==> config.mk <==
export PLATFORM = sky130hd
export DESIGN_NAME = kbd_event_ctrl_flat
export DESIGN_NICKNAME = d
export VERILOG_FILES = /design/src/rtl/kbd_pkg.sv /design/src/rtl/kbd_event_ctrl_if.sv /design/src/rtl/kbd_evt_fifo.sv /design/src/rtl/kbd_event_ctrl.sv /design/src/flat_wrapper.sv
export SDC_FILE = /design/constraint.sdc
export NUM_CORES = 1
export LEC_CHECK = 0
export ABC_CLOCK_PERIOD_IN_PS = 1900
export CORE_ASPECT_RATIO = 1.25
export CORE_MARGIN = 2
export CORE_UTILIZATION = 53
export DETAILED_ROUTE_END_ITERATION = 12
export PLACE_DENSITY = 0.78
export SLEW_MARGIN = 20
export SYNTH_ARGS = -nofsm -noshare
export SYNTH_HDL_FRONTEND = slang
export SYNTH_SLANG_ARGS = --single-unit
==> constraint.sdc <==
create_clock -name CLK -period 1.9 [get_ports CLK]
set_input_delay 0.38 -clock CLK [delete_from_list [all_inputs] [get_ports CLK]]
set_output_delay 0.38 -clock CLK [all_outputs]
set_load 0.01 [all_outputs]
==> src/rtl/kbd_pkg.sv <==
// kbd_pkg: shared byte constants, decoder state encoding and event record for the keyboard event controller
package kbd_pkg;
  localparam logic [7:0] PFX_EXT    = 8'hE0;
  localparam logic [7:0] PFX_BRK    = 8'hF0;
  localparam logic [7:0] PFX_PAUSE  = 8'hE1;
  localparam logic [7:0] PAUSE_CODE = 8'h77;
  localparam logic [2:0] PAUSE_SKIP = 3'd7;
  localparam int         EVT_W      = 10;
  typedef enum logic [2:0] {ST_IDLE, ST_EXT, ST_BRK, ST_EXT_BRK, ST_PAUSE} state_t;
  typedef struct packed {
    logic       rel;
    logic       ext;
    logic [7:0] code;
  } kbd_evt_t;
  function automatic logic is_prefix(input logic [7:0] b);
    return b == PFX_EXT || b == PFX_BRK || b == PFX_PAUSE;
  endfunction
  function automatic logic is_status(input logic [7:0] b);
    return b inside {8'h00, 8'hAA, 8'hEE, 8'hFA, 8'hFC, 8'hFD, 8'hFE, 8'hFF};
  endfunction
endpackage

==> src/rtl/kbd_event_ctrl_if.sv <==
// kbd_event_ctrl_if: receiver byte input, event valid/ready output, level and sticky error flags
interface kbd_event_ctrl_if #(parameter int FIFO_DEPTH = 4);
  logic                          NEW_CODE;
  logic [7:0]                    CODE;
  logic                          EVT_READY;
  logic                          EVT_VALID;
  logic [7:0]                    EVT_CODE;
  logic                          EVT_EXT;
  logic                          EVT_RELEASE;
  logic [$clog2(FIFO_DEPTH):0]   FIFO_LEVEL;
  logic                          OVERFLOW;
  logic                          TIMEOUT_ERR;
  logic                          CLR_ERR;
  modport slave (
    input  NEW_CODE, CODE, EVT_READY, CLR_ERR,
    output EVT_VALID, EVT_CODE, EVT_EXT, EVT_RELEASE, FIFO_LEVEL, OVERFLOW, TIMEOUT_ERR
  );
  modport master (
    output NEW_CODE, CODE, EVT_READY, CLR_ERR,
    input  EVT_VALID, EVT_CODE, EVT_EXT, EVT_RELEASE, FIFO_LEVEL, OVERFLOW, TIMEOUT_ERR
  );
endinterface

==> src/rtl/kbd_evt_fifo.sv <==
// kbd_evt_fifo: show-ahead synchronous FIFO with level/full/empty
//   clk, rst_n : clock, async active-low reset
//   push, din  : write request and data (ignored when full unless popping)
//   pop        : consume head (ignored when empty)
//   dout       : head entry, zero when empty
//   empty, full, level : occupancy status
module kbd_evt_fifo #(
  parameter int DEPTH = 4,
  parameter int W     = 10,
  localparam int AW   = $clog2(DEPTH)
) (
  input  logic         clk,
  input  logic         rst_n,
  input  logic         push,
  input  logic [W-1:0] din,
  input  logic         pop,
  output logic [W-1:0] dout,
  output logic         empty,
  output logic         full,
  output logic [AW:0]  level
);
  localparam logic [AW:0] LVL_MAX = (AW+1)'(DEPTH);
  logic [W-1:0]  mem [DEPTH];
  logic [AW-1:0] rd_q, rd_d, wr_q, wr_d;
  logic [AW:0]   lvl_q, lvl_d;
  logic          do_pop, do_push;
  always_comb begin
    do_pop  = pop & ~empty;
    // a pop frees the slot, so a push at full still lands
    do_push = push & (~full | do_pop);
    rd_d    = do_pop ? rd_q + 1'b1 : rd_q;
    wr_d    = do_push ? wr_q + 1'b1 : wr_q;
    lvl_d   = (do_push && !do_pop) ? lvl_q + 1'b1 : (do_pop && !do_push) ? lvl_q - 1'b1 : lvl_q;
  end
  always_ff @(posedge clk or negedge rst_n)
    if (!rst_n) begin
      rd_q  <= '0;
      wr_q  <= '0;
      lvl_q <= '0;
    end else begin
      rd_q  <= rd_d;
      wr_q  <= wr_d;
      lvl_q <= lvl_d;
    end
  always_ff @(posedge clk)
    if (do_push) mem[wr_q] <= din;
  assign empty = lvl_q == '0;
  assign full  = lvl_q == LVL_MAX;
  assign level = lvl_q;
  assign dout  = empty ? '0 : mem[rd_q];
endmodule

==> src/rtl/kbd_event_ctrl.sv <==
// kbd_event_ctrl: decodes keyboard scan-code bytes into make/break events and queues them
//   CLK, RST : clock, async active-low reset
//   bus      : byte input (NEW_CODE/CODE), event output (EVT_*), FIFO_LEVEL, sticky OVERFLOW/TIMEOUT_ERR, CLR_ERR
module kbd_event_ctrl
  import kbd_pkg::*;
#(
  parameter int FIFO_DEPTH    = 4,
  parameter int TIMEOUT_CYC   = 1000000,
  parameter int FILTER_REPEAT = 1
) (
  input  logic              CLK,
  input  logic              RST,
  kbd_event_ctrl_if.slave   bus
);
  localparam int            TW       = $clog2(TIMEOUT_CYC);
  localparam logic [TW-1:0] TMO_LAST = TW'(TIMEOUT_CYC - 1);
  state_t        state_q, state_d;
  logic [2:0]    skip_q, skip_d;
  logic [TW-1:0] tmo_q, tmo_d;
  kbd_evt_t      evt_q, evt_d, dec, head;
  logic          push_q, push_d, emit, match, tmo_hit;
  logic          rpt_vld_q, rpt_vld_d;
  logic [8:0]    rpt_q, rpt_d;
  logic          ovf_q, ovf_d, terr_q, terr_d;
  logic          empty, full;
  logic [7:0]    byte_in;
  assign byte_in = bus.CODE;
  always_comb begin
    state_d = state_q;
    skip_d  = skip_q;
    emit    = 1'b0;
    dec     = '0;
    tmo_hit = state_q != ST_IDLE && !bus.NEW_CODE && tmo_q == TMO_LAST;
    tmo_d   = (bus.NEW_CODE || state_q == ST_IDLE) ? '0 : tmo_q + 1'b1;
    if (bus.NEW_CODE)
      case (state_q)
        ST_IDLE: begin
          state_d = byte_in == PFX_EXT ? ST_EXT : byte_in == PFX_BRK ? ST_BRK :
                    byte_in == PFX_PAUSE ? ST_PAUSE : ST_IDLE;
          skip_d  = PAUSE_SKIP;
          emit    = !is_prefix(byte_in) && !is_status(byte_in);
          dec     = '{rel: 1'b0, ext: 1'b0, code: byte_in};
        end
        ST_EXT: begin
          state_d = byte_in == PFX_BRK ? ST_EXT_BRK : is_prefix(byte_in) ? ST_EXT : ST_IDLE;
          emit    = !is_prefix(byte_in);
          dec     = '{rel: 1'b0, ext: 1'b1, code: byte_in};
        end
        ST_BRK, ST_EXT_BRK: begin
          emit    = !is_prefix(byte_in);
          state_d = emit ? ST_IDLE : state_q;
          dec     = '{rel: 1'b1, ext: state_q == ST_EXT_BRK, code: byte_in};
        end
        ST_PAUSE: begin
          skip_d  = skip_q - 1'b1;
          emit    = skip_q == 3'd1;
          state_d = emit ? ST_IDLE : ST_PAUSE;
          dec     = '{rel: 1'b0, ext: 1'b1, code: PAUSE_CODE};
        end
        default: state_d = ST_IDLE;
      endcase
    if (tmo_hit) state_d = ST_IDLE;
    // repeat filter: remembers the last make until its matching break
    match     = rpt_vld_q && rpt_q == {dec.ext, dec.code};
    push_d    = emit && !(!dec.rel && match && FILTER_REPEAT != 0);
    rpt_vld_d = rpt_vld_q;
    rpt_d     = rpt_q;
    if (emit && !dec.rel) begin
      rpt_vld_d = 1'b1;
      rpt_d     = {dec.ext, dec.code};
    end else if (emit && match) rpt_vld_d = 1'b0;
    evt_d  = dec;
    ovf_d  = (ovf_q & ~bus.CLR_ERR) | (push_q & full & ~bus.EVT_READY);
    terr_d = (terr_q & ~bus.CLR_ERR) | tmo_hit;
  end
  always_ff @(posedge CLK or negedge RST)
    if (!RST) begin
      state_q   <= ST_IDLE;
      skip_q    <= '0;
      tmo_q     <= '0;
      evt_q     <= '0;
      push_q    <= 1'b0;
      rpt_vld_q <= 1'b0;
      rpt_q     <= '0;
      ovf_q     <= 1'b0;
      terr_q    <= 1'b0;
    end else begin
      state_q   <= state_d;
      skip_q    <= skip_d;
      tmo_q     <= tmo_d;
      evt_q     <= evt_d;
      push_q    <= push_d;
      rpt_vld_q <= rpt_vld_d;
      rpt_q     <= rpt_d;
      ovf_q     <= ovf_d;
      terr_q    <= terr_d;
    end
  kbd_evt_fifo #(.DEPTH(FIFO_DEPTH), .W(EVT_W)) u_fifo (
    .clk   (CLK),
    .rst_n (RST),
    .push  (push_q),
    .din   (evt_q),
    .pop   (bus.EVT_READY),
    .dout  (head),
    .empty (empty),
    .full  (full),
    .level (bus.FIFO_LEVEL)
  );
  assign bus.EVT_VALID   = ~empty;
  assign bus.EVT_CODE    = head.code;
  assign bus.EVT_EXT     = head.ext;
  assign bus.EVT_RELEASE = head.rel;
  assign bus.OVERFLOW    = ovf_q;
  assign bus.TIMEOUT_ERR = terr_q;
endmodule
==> src/flat_wrapper.sv <==
// flat-port wrapper written by rule: the top's interface ports become plain ports
module kbd_event_ctrl_flat import kbd_pkg::*;
#(
  parameter int FIFO_DEPTH    = 4,
  parameter int TIMEOUT_CYC   = 1000000,
  parameter int FILTER_REPEAT = 1
)
  (CLK, RST, bus_NEW_CODE, bus_CODE, bus_EVT_READY, bus_CLR_ERR, bus_EVT_VALID, bus_EVT_CODE, bus_EVT_EXT, bus_EVT_RELEASE, bus_FIFO_LEVEL, bus_OVERFLOW, bus_TIMEOUT_ERR);
  kbd_event_ctrl_if #(.FIFO_DEPTH(FIFO_DEPTH)) bus_i ();
  input  logic CLK;
  input  logic RST;
  input wire logic [$bits(bus_i.NEW_CODE)-1:0] bus_NEW_CODE;
  input wire logic [$bits(bus_i.CODE)-1:0] bus_CODE;
  input wire logic [$bits(bus_i.EVT_READY)-1:0] bus_EVT_READY;
  input wire logic [$bits(bus_i.CLR_ERR)-1:0] bus_CLR_ERR;
  output wire logic [$bits(bus_i.EVT_VALID)-1:0] bus_EVT_VALID;
  output wire logic [$bits(bus_i.EVT_CODE)-1:0] bus_EVT_CODE;
  output wire logic [$bits(bus_i.EVT_EXT)-1:0] bus_EVT_EXT;
  output wire logic [$bits(bus_i.EVT_RELEASE)-1:0] bus_EVT_RELEASE;
  output wire logic [$bits(bus_i.FIFO_LEVEL)-1:0] bus_FIFO_LEVEL;
  output wire logic [$bits(bus_i.OVERFLOW)-1:0] bus_OVERFLOW;
  output wire logic [$bits(bus_i.TIMEOUT_ERR)-1:0] bus_TIMEOUT_ERR;
  assign bus_i.NEW_CODE = bus_NEW_CODE;
  assign bus_i.CODE = bus_CODE;
  assign bus_i.EVT_READY = bus_EVT_READY;
  assign bus_i.CLR_ERR = bus_CLR_ERR;
  assign bus_EVT_VALID = bus_i.EVT_VALID;
  assign bus_EVT_CODE = bus_i.EVT_CODE;
  assign bus_EVT_EXT = bus_i.EVT_EXT;
  assign bus_EVT_RELEASE = bus_i.EVT_RELEASE;
  assign bus_FIFO_LEVEL = bus_i.FIFO_LEVEL;
  assign bus_OVERFLOW = bus_i.OVERFLOW;
  assign bus_TIMEOUT_ERR = bus_i.TIMEOUT_ERR;
  kbd_event_ctrl #(.FIFO_DEPTH(FIFO_DEPTH), .TIMEOUT_CYC(TIMEOUT_CYC), .FILTER_REPEAT(FILTER_REPEAT)) u_core (.CLK(CLK), .RST(RST), .bus(bus_i));
endmodule
; ---- Word level (Yosys, flattened, before mapping)
; Memories as Yosys holds them, arrays and structs flattened.
; Index checks and enable logic that the tools add are counted.
; W data, S select, Z words.
[word_totals]
regBits = 56
latchBits = 0
ram_bits = 40
rom_bits = 0
input_bits = 13
out_inout_bits = 16
word_cells = 109
memories = 1
[memory_table]
columns = memory, depth, word_bits, read_ports, rd_clocked_by_memory_dff, write_ports, line_no
row1 = u_core.u_fifo.mem, 4, 10, 1, 0, 1, kbd_evt_fifo.sv:23  ; logic [W-1:0] mem [DEPTH];
[op_classes]
n_addsub = 6
n_mul = 0
n_div = 0
order_cmp = 0
eq_ne = 19
shift = 0
n_mux = 23
n_bitwise = 13
reduce_logical = 33
[op_table]
columns = operator, count
row1 = $eq A8 B8 Y1 const B, 10
row2 = $pmux W10 S4, 1
row3 = $mux W3, 10
row4 = $add A20 B1 Y20 const B, 1
row5 = $eq A20 B20 Y1 const B, 1
row6 = $mux W10, 2
row7 = $mux W20, 1
row8 = $pmux W3 S4, 1
row9 = $logic_and A1 B1 Y1, 10
row10 = $eq A9 B9 Y1, 1
row11 = $logic_not A8 Y1, 1
row12 = $reduce_bool A2 Y1, 4
row13 = $reduce_bool A8 Y1, 1
row14 = $logic_not A1 Y1, 7
row15 = $and A1 B1 Y1, 6
row16 = $eq A3 B1 Y1 const B, 2
row17 = $eq A3 B2 Y1 const B, 2
row18 = $eq A3 B3 Y1 const B, 2
row19 = $logic_not A3 Y1, 2
row20 = $mux W1, 6
row21 = $pmux W3 S2, 1
row22 = $sub A3 B1 Y3 const B, 2
row23 = $add A2 B1 Y2 const B, 2
row24 = $not A1 Y1, 4
row25 = 9 further kinds, 14

; ---- Logic depth before layout (Yosys ltp)
; Gate-level depths: netlist of run 1.
[depth]
ltp_word = 10
mapped_depth = 9
ltp_nobuf = 8

; ---- By module
; From an unflattened synthesis of run 1, not the netlist that was laid out.
[hier_totals]
cells_unflattened = 353
area_unflattened_um2 = 4516.8
[by_module_without_submodules]
columns = mod, n_inst, cells_each, area_each_um2, seq_area_each_um2
row1 = kbd_event_ctrl, 1, 254, 2517.4, 1226.2
row2 = kbd_evt_fifo, 1, 99, 1999.4, 1376.3

; ---- Least setup slack after synthesis of run 1
; OpenSTA, ideal clock, no wires.
[synth_path]
path_kind = register -> register
from = register u_core.u_fifo.lvl_q[0] (netlist: u_core.u_fifo.level[0])
to = register u_core.u_fifo.lvl_q[1] (netlist: u_core.u_fifo.level[1])
setup_ps = 125
t_arrival_ps = 1981
required_ps = 1775
setup_slack_ps = -206
path_stages_with_launch = 8
path_buffers = 1
period_less_slack_ps = 2106
cell_sequence = dfrtp_1 nor4b_1 nor2b_1 clkbuf_1 ha_1 inv_1 fa_1 mux2_2
[synth_between]
elab_cells_between_ends = 16
classes_between = add/sub (2) / eq/ne (1) / mux (2) / bitwise (5) / reduce/logical (6)
[synth_rtl]
columns = item, line_no
row1 = from (decl), kbd_evt_fifo.sv:25  ; logic [AW:0] lvl_q, lvl_d;
row2 = from (signal assigned), kbd_evt_fifo.sv:43  ; lvl_q <= lvl_d;
row3 = $logic_not A3 Y1, kbd_evt_fifo.sv:47  ; assign empty = lvl_q == '0;
row4 = $not A1 Y1, kbd_evt_fifo.sv:28  ; do_pop = pop & ~empty;
row5 = $and A1 B1 Y1, kbd_evt_fifo.sv:28
row6 = $or A1 B1 Y1 (*), kbd_evt_fifo.sv:30  ; do_push = push & (~full | do_pop);
row7 = $and A1 B1 Y1 (*), kbd_evt_fifo.sv:30
row8 = net u_core.u_fifo.do_push, kbd_evt_fifo.sv:26  ; logic do_pop, do_push;
row9 = $logic_and A1 B1 Y1 (*), kbd_evt_fifo.sv:33  ; lvl_d = (do_push && !do_pop) ? lvl_q + 1'b1 : (do_pop && !do_push) ? lvl_q - 1'b1 : lvl_q;
row10 = $mux W3 (*), kbd_evt_fifo.sv:33
row11 = net u_core.u_fifo.lvl_d[1], kbd_evt_fifo.sv:25
; The timed path passes the listed nets; every way through them passes the cells marked *. The select of a mux whose other input is x is not followed.
; A chain may end at the register's enable or synchronous reset.

; ---- Final worst setup path of run 1
[layout_path]
from = register u_core.u_fifo.rd_q[0]
to = output bus_EVT_CODE[5]
[layout_between]
elab_chain_cells = 2
[layout_lines]
columns = item, line_no
row1 = from (decl), kbd_evt_fifo.sv:24  ; logic [AW-1:0] rd_q, rd_d, wr_q, wr_d;
row2 = from (signal assigned), kbd_evt_fifo.sv:41  ; rd_q <= rd_d;
row3 = $mem_v2 Z4 W10, --
row4 = $mux W10, kbd_evt_fifo.sv:50  ; assign dout = empty ? '0 : mem[rd_q];
row5 = to (decl), flat_wrapper.sv:17  ; output wire logic [$bits(bus_i.EVT_CODE)-1:0] bus_EVT_CODE;
; Every way passes these cells.

==> out/qor.yml, run 1 <==
power:
  netSwitchingFraction_pct: 28.2
  intPower_uw: 4700
  vdd_ir_drop_max_v: 0.000454
  p_comb_share_pct: 35.5
  p_leak_uw: 0.00255
  pwr-share-seq_pct: 40.2
  total_power_uw: 6550
  power_density_nw_per_um2: 1100
  switching_power_uw: 1850
  power_frac_clock_pct: 24.3
logic_synthesis:
  ys_seq_area_share_pct: 58.0
  synth-seq-cells: 96
  syn_avg_cell_area_um2: 12.5
  netlist.area_leader.share_pct: 31.2
  synthDistinctLibCells: 59
  async_flop_share_pct: 58.3
  syn_area_um2: 4490
  post-synth-top-count-cell: "dfrtp_1"
  synth_edf_count: 40
  synth_top_area_cell: "dfrtp_1"
  syn_inst: 359
  ys_top_cells_by_area: "dfrtp_1, edfxtp_1, mux4_2, nor2_1, xor2_1"
  synth_ff_type: "dfrtp_1"
  synth.net_count: 381
  synth_common_cells: "dfrtp_1, nor2_1, edfxtp_1"
  yosysWarnings: 0
hold_path:
  hp-class: "primary input to async pin"
placed_design:
  dp_hpwl_mm: 6.18
  dpl_cell_area_um2: 5340
  gp_congestion: 0.830
  portBuffers: 28
  place_inst: 528
global_route:
  first_global_vias: 3192
  globalRouteOverflowTotal: 0
  grt_max_degree: 40
  grt_use_total_pct: 21.2
  antenna_found_initial: 0
  grt_pass1_wl_mm: 15.1
clock_network:
  clockRootBuffer: "clkbuf_8"
  cts_tree: "built"
  cts_max_path_buffers: 2
  clk_pin_slew_ps: 90
  clkSinkCount: 96
  clock_latency_ps: 360
  cts_max_level: 3
  cts_buffers: 9
sta:
  final-hold-violation-count: 0
  clock_skew_ps: 7.42
  setup_viol: 16
  worst_slack_ps: -176
  maxSlewViolCount: 0
  slew_headroom_pct: 70.8
  period_needed_ps: 2080
  finalCritPeriodShare_pct: 109
  fmax_ghz: 0.482
  worst_pin_slew_ps: 438
  rsz0062_at_grt: "yes"
critical_path:
  cp-start-kind: "flip-flop"
  required_ps: 1520
  cp_max_fo: 5
  cp-startpoint: "u_core.u_fifo.rd_q[0]$_DFFE_PN0P_"
  reg2reg_from: "u_core.u_fifo.level[1]$_DFFE_PN0P_"
  critPathSlowestCell: "mux4_2"
  endpoint: "bus_EVT_CODE[5]"
  cpPeakStageDelay_ps: 510
  cp_cell_sequence: "buf_6, mux4_2, and2_4, buf_6"
  r2r_slack_ps: -50
  reg2reg_to: "u_core.u_fifo.level[1]$_DFFE_PN0P_"
  critPathMostFrequentCell: "buf_6"
  r2r_cells: 7
  critical_path_class: "flip-flop to primary output"
  end_kind: "primary output"
  crit_arrival_ps: 1700
route:
  num_vias: 3143
  wirelength_mm: 9.57
  wire_per_inst_um: 17.0
  drtIter0Drc: 203
  viasPerCell: 5.58
  dr.pass1.iters: 4
  ant_nets: 0
  post-route-drc-count: 0
die:
  io_pins: 29
  die_area_um2: 9220
  chipHeight_um: 107
  die_w_um: 86.3
  rows: 37
  initial_core_util_pct: 54.4
  core-area_um2: 8240
run:
  maxCapViolCount: 0
finish:
  layout.area.seq_um2: 2610
  fin_nets: 483
  fillers: 549
  stdcell_count: 563
  stdcell_area_um2: 5940
  diodes: 0
  syn_to_final_growth_pct: 32.3
  drive_above_1_share_pct: 36.7
  multiInputGateArea_um2: 1980
outcome:
  failed_checks: "setup timing"
  status: "finished with violations"
-- cell usage in the layout (no fill, tap or decap), types with 3 or more instances in the layout --
cell	netlist	layout
o21ai_0	5	4
or3_4	1	3
buf_2	3	4
clkdlybuf4s50_1	0	6
and2_2	0	4
xor2_1	16	16
nor3_1	4	4
and3_1	6	6
nand3_1	14	13
a31oi_1	5	5
nor2_1	46	44
nand4_1	7	7
dfrtp_1	56	53
edfxtp_1	40	40
ha_1	8	6
xnor2_1	11	11
inv_1	15	13
buf_12	0	3
buf_4	1	62
dlygate4sd2_1	0	9
mux2_4	4	5
mux2i_1	5	5
a21oi_1	7	6
buf_6	3	20
clkbuf_8	0	9
bufinv_16	0	3
dfrtp_2	0	3
nor4bb_1	4	3
nand2_1	15	12
and2_4	0	7
and2_1	16	5
mux4_2	10	10
-- logic make-up after synthesis --
| family | share of synthesized area (%) |
|---|---|
| AO/OA/AOI/OAI | 6.92 |
| XOR/XNOR | 5.27 |
| adder cells (fa/ha/maj) | 2.68 |
| buffers and inverters | 3.18 |
| flip-flops | 58.0 |
| multiplexers | 7.72 |
| AND/OR/NAND/NOR | 16.2 |
-- state kept, by name, summed over array words and instances (netlist names) --
| name | count |
|---|---|
| u_core.u_fifo.wr_q | 2 |
| u_core.rpt_q | 9 |
| u_core.push_q | 1 |
| u_core.bus.OVERFLOW | 1 |
| u_core.u_fifo.rd_q | 2 |
| u_core.rpt_vld_q | 1 |
| u_core.bus.TIMEOUT_ERR | 1 |
| u_core.tmo_q | 20 |
| u_core.u_fifo.mem | 40 |
| u_core.evt_q | 10 |
| u_core.skip_q | 3 |
| u_core.u_fifo.level | 3 |
| u_core.state_q | 3 |
-- cell type report --
cell class                 count  area share [%]
sequential                    96            43.9
inverter                      15           0.948
clock inverter                 6            1.90
multi-input combinational    233            33.4
timing repair buffer         106            15.7
clock buffer                  10            2.15
tap                           97            2.04
-- metrics by stage --
step | utilization [%] | hold slack (ps) | worst slack [ps] | TNS [ps]
2_1_floorplan | - | 84.4 | -43.9 | -94.7
6_report | 72.0 | 486 | -176 | -1870
5_1_grt | 72.0 | 514 | -250 | -3130
4_1_cts | 70.2 | 493 | -242 | -2440
3_5_place_dp | 64.8 | 351 | -530 | -24730
3_3_place_gp | 64.8 | 341 | -483 | -21050
-- worst max-delay path: cells and delay by family (launching register included) --
kind / cells / cell delay [ps]
DFF: 1 / 390
buffers and inverters: 2 / 260
and+or+nand+nor: 1 / 180
muxes: 1 / 510
-- layer usage --
layer	track usage (%)	up-vias	share of wire (%)
met5	0	-	0
met4	7.03	0	3.1
met3	3.77	29	2.6
met2	38.2	67	55
met1	25.4	1560	40
li1	-	1487	-
-- power by group through the flow --
stage / Sequential (µW) / Clock (µW) / Combinational, µW
3_5_place_dp: 2670 / 0 / 2030
2_1_floorplan: 2660 / 0 / 1060
5_1_grt: 2660 / 1720 / 2520
4_1_cts: 2630 / 1620 / 2350
6_report: 2630 / 1590 / 2330
3_3_place_gp: 2640 / 0 / 1950
-- how the worst min path moves through the flow --
stage / slack (ps) / to / cells after the start / from
2_1_floorplan: 80 / u_core.bus.OVERFLOW$_DFF_PN0_ / 0 / RST
3_5_place_dp: 350 / u_core.tmo_q[0]$_DFF_PN0_ / 1 / RST
6_report: 490 / u_core.tmo_q[0]$_DFF_PN0_ / 2 / RST
3_3_place_gp: 340 / u_core.tmo_q[0]$_DFF_PN0_ / 1 / RST
4_1_cts: 490 / u_core.tmo_q[0]$_DFF_PN0_ / 2 / RST
5_1_grt: 510 / u_core.tmo_q[2]$_DFF_PN0_ / 2 / RST
-- timing repair --
action / 4_1_cts / 5_1_grt
gates cloned: 1 / 0
hold buffers: 1 / 0
hold endpoints to repair: 17 / 0
setup buffers: 13 / 7
setup endpoints to repair: 67 / 47
gates resized for setup: 87 / 35
pin swaps: 20 / 23
Power figures use the tool's default switching activity.
==> run 2: changes to the inputs <==
--- a/config.mk
+++ b/config.mk
@@ -8,9 +8,11 @@
 export ABC_CLOCK_PERIOD_IN_PS = 1900
 export CORE_ASPECT_RATIO = 1.25
 export CORE_MARGIN = 2
-export CORE_UTILIZATION = 53
+export CORE_UTILIZATION = 40
 export DETAILED_ROUTE_END_ITERATION = 12
-export PLACE_DENSITY = 0.78
+export GPL_TIMING_DRIVEN = 1
+export PLACE_DENSITY = 0.63
+export REMOVE_ABC_BUFFERS = 1
 export SLEW_MARGIN = 20
 export SYNTH_ARGS = -nofsm -noshare
 export SYNTH_HDL_FRONTEND = slang
==> run 2 against run 1 <==
  * The flow still finishes with violations (setup timing)
  * Final area up 2.7%
  * Sequential power is essentially flat
  * First-iteration DRC count decreased by 21%
  * Critical endpoint is now bus_EVT_CODE[1]
  * Largest power group unchanged
==> out/qor.yml, run 2 (synthesis gave the netlist of run 1 again) <==
finish:
  syn_to_final_growth_pct: 35.9
  reg_top3: "u_core.u_fifo.mem x40, u_core.tmo_q x20, u_core.evt_q x10"
  largest_reg_flops: 40  # unchanged
  regMostFlops: "u_core.u_fifo.mem"
  stdcell_area_um2: 6100  # +2.7%
  stdcell_count: 608  # +8.0%
  mostFrequentLayoutCells: "buf_4, dfrtp_1, nor2_1"
  layout.cells.most_common: "buf_4"
  drive_above_1_share_pct: 37.3  # +0.59 points
  fin_nets: 489  # +1.2%
sta:
  clock_skew_ps: 9.05  # +1.63 ps
  worst_slack_ps: -170  # +5.35 ps
  setup_viol: 16  # unchanged
  rsz0062_at_grt: "yes"
  final-hold-violation-count: 0  # unchanged
  finalCritPeriodShare_pct: 109  # -0.28 points
  period_needed_ps: 2070  # -5.35 ps
  hold_ws_ps: 454  # -31.4 ps
  maxSlewViolCount: 0  # unchanged
  slew_headroom_pct: 75.7  # +4.9 points
  worst_pin_slew_ps: 362  # -76.3 ps
  fmax_ghz: 0.483  # +0.26%
run:
  maxCapViolCount: 0  # unchanged
route:
  num_vias: 3120  # -0.73%
  post-route-drc-count: 0  # unchanged
  ant_nets: 0  # unchanged
  wirelength_mm: 9.27  # -3.1%
  drtIter0Drc: 160  # -21%
  wire_per_inst_um: 15.2  # -10%
  viasPerCell: 5.13  # -8.1%
  dr.pass1.iters: 4  # unchanged
clock_network:
  clkSinkCount: 96  # unchanged
  cts_max_path_buffers: 2  # unchanged
  clockRootBuffer: "clkbuf_16"
  cts_tree: "built"
  clk_pin_slew_ps: 70  # -20 ps
  cts_max_level: 3  # unchanged
  cts_buffers: 9  # unchanged
  clock_latency_ps: 350  # about the same
power:
  vdd_ir_drop_max_v: 0.000432  # -4.8%
  p_comb_share_pct: 33.4  # -2.1 points
  intPower_uw: 4700  # -0.10%
  netSwitchingFraction_pct: 29.3  # +1.1 points
  switching_power_uw: 1950  # +5.3%
  pwr-share-seq_pct: 39.7  # -0.5 points
  power_density_nw_per_um2: 1090  # -1.3%
  power_frac_clock_pct: 26.8  # +2.5 points
  p_leak_uw: 0.00258  # +1.2%
die:
  rows: 43  # +16%
  die_w_um: 98.7  # +14%
  initial_core_util_pct: 40.7  # -14 points
  io_pins: 29  # unchanged
  die_area_um2: 12100  # +31%
  core-area_um2: 11000  # +34%
  chipHeight_um: 122  # +15%
critical_path:
  cpPeakStageDelay_ps: 480  # -30 ps
  crit_arrival_ps: 1690  # about the same
  cp-start-kind: "flip-flop"
  cp_cell_sequence: "clkbuf_16, mux4_2, and2_1, buf_2"
  critical_path_class: "flip-flop to primary output"
  cp_max_fo: 5  # unchanged
  required_ps: 1520  # about the same
  critPathSlowestCell: "mux4_2"
  critical_path_buf_inv_count: 2  # unchanged
  cpLargestDelayFamily: "multiplexers"
  end_kind: "primary output"
outcome:
  failed_checks: "setup timing"
  status: "finished with violations"
global_route:
  grt_pass1_wl_mm: 14.9  # -1.0%
  grt_use_total_pct: 15.9  # -5.3 points
  antenna_found_initial: 1  # +1
  globalRouteOverflowTotal: 0  # unchanged
  grt_max_degree: 24  # -40%
  first_global_vias: 3144  # -1.5%
placed_design:
  place_ws_ps: -582  # -51.3 ps
  dpl_cell_area_um2: 5410  # +1.3%
  gp_congestion: 0.805  # -3.0%
  place_inst: 575  # +8.9%
  dp_hpwl_mm: 6.35  # +2.8%
  portBuffers: 28  # unchanged
hold_path:
  hp-class: "primary input to async pin"
run 2: cell types whose count changed in the layout (fill, tap and decap cells not counted), moves of 3 or more:
| cell | before | now |
|---|---|---|
| bufinv_16 | 3 | 0 |
| clkbuf_8 | 9 | 0 |
| and2_1 | 5 | 9 |
| buf_2 | 4 | 10 |
| buf_4 | 62 | 68 |
| and2_4 | 7 | 3 |
| buf_6 | 20 | 10 |
| clkbuf_16 | 0 | 10 |
run 2: repair_timing:
item                                   CTS  global route
gates cloned                             2             0
pin swaps                               35             9
setup endpoints to repair               38            54
endpoints found under the hold margin   11             0
hold buffers                             1             0
buffers inserted                         8             5
gates resized for setup                101            23
run 2: power by group through the flow:
| stage | logic [µW] | clock network (µW) | registers (µW) |
|---|---|---|---|
| floorplan | 901 | 0 | 2730 |
| global placement | 1960 | 0 | 2630 |
| detailed placement | 1990 | 0 | 2660 |
| CTS | 2150 | 1830 | 2640 |
| global route | 2400 | 1900 | 2670 |
| finish | 2220 | 1780 | 2640 |
run 2: final cells by class:
cell class	count	area, µm²
Fill cell	901	4930
Tap cell	135	169
Clock buffer	9	225
Multi-Input combinational cell	233	1990
Clock inverter	7	73.8
Antenna cell	1	2.50
Sequential cell	96	2600
Inverter	15	56.3
Timing Repair Buffer	112	978
run 2: worst paths after layout:
path	startpoint	to	slack (ps)	depth (start not counted)
worst max-delay path	u_core.u_fifo.rd_q[0]$_DFFE_PN0P_	bus_EVT_CODE[1]	-170	4
worst min-delay path	RST	u_core.u_fifo.rd_q[1]$_DFFE_PN0P_	450	2
worst max register to register	u_core.u_fifo.level[0]$_DFFE_PN0P_	u_core.u_fifo.level[1]$_DFFE_PN0P_	-70	8
worst min register to register	u_core.bus.TIMEOUT_ERR$_DFF_PN0_	u_core.bus.TIMEOUT_ERR$_DFF_PN0_	480	1
max in group asynchronous	RST	u_core.evt_q[9]$_DFF_PN0_	850	3
min in group CLK	u_core.bus.TIMEOUT_ERR$_DFF_PN0_	u_core.bus.TIMEOUT_ERR$_DFF_PN0_	480	1
run 2: layer usage:
metal / global-route usage [%] / share of wire, % / vias to the layer above
met5: 0 / 0 / -
met4: 9.33 / 3.6 / 0
met3: 2.85 / 2.3 / 21
met2: 28.7 / 54 / 49
met1: 17.5 / 40 / 1537
li1: - / - / 1513
run 2: per-stage QoR:
stage | utilization (%) | total power [µW] | setup TNS (ps)
CTS | 54.1 | 6620 | -2470
finish | 55.3 | 6640 | -1830
detailed placement | 49.0 | 4640 | -24380
global placement | 49.0 | 4590 | -23890
floorplan | - | 3630 | -3490
global route | 55.3 | 6980 | -3370
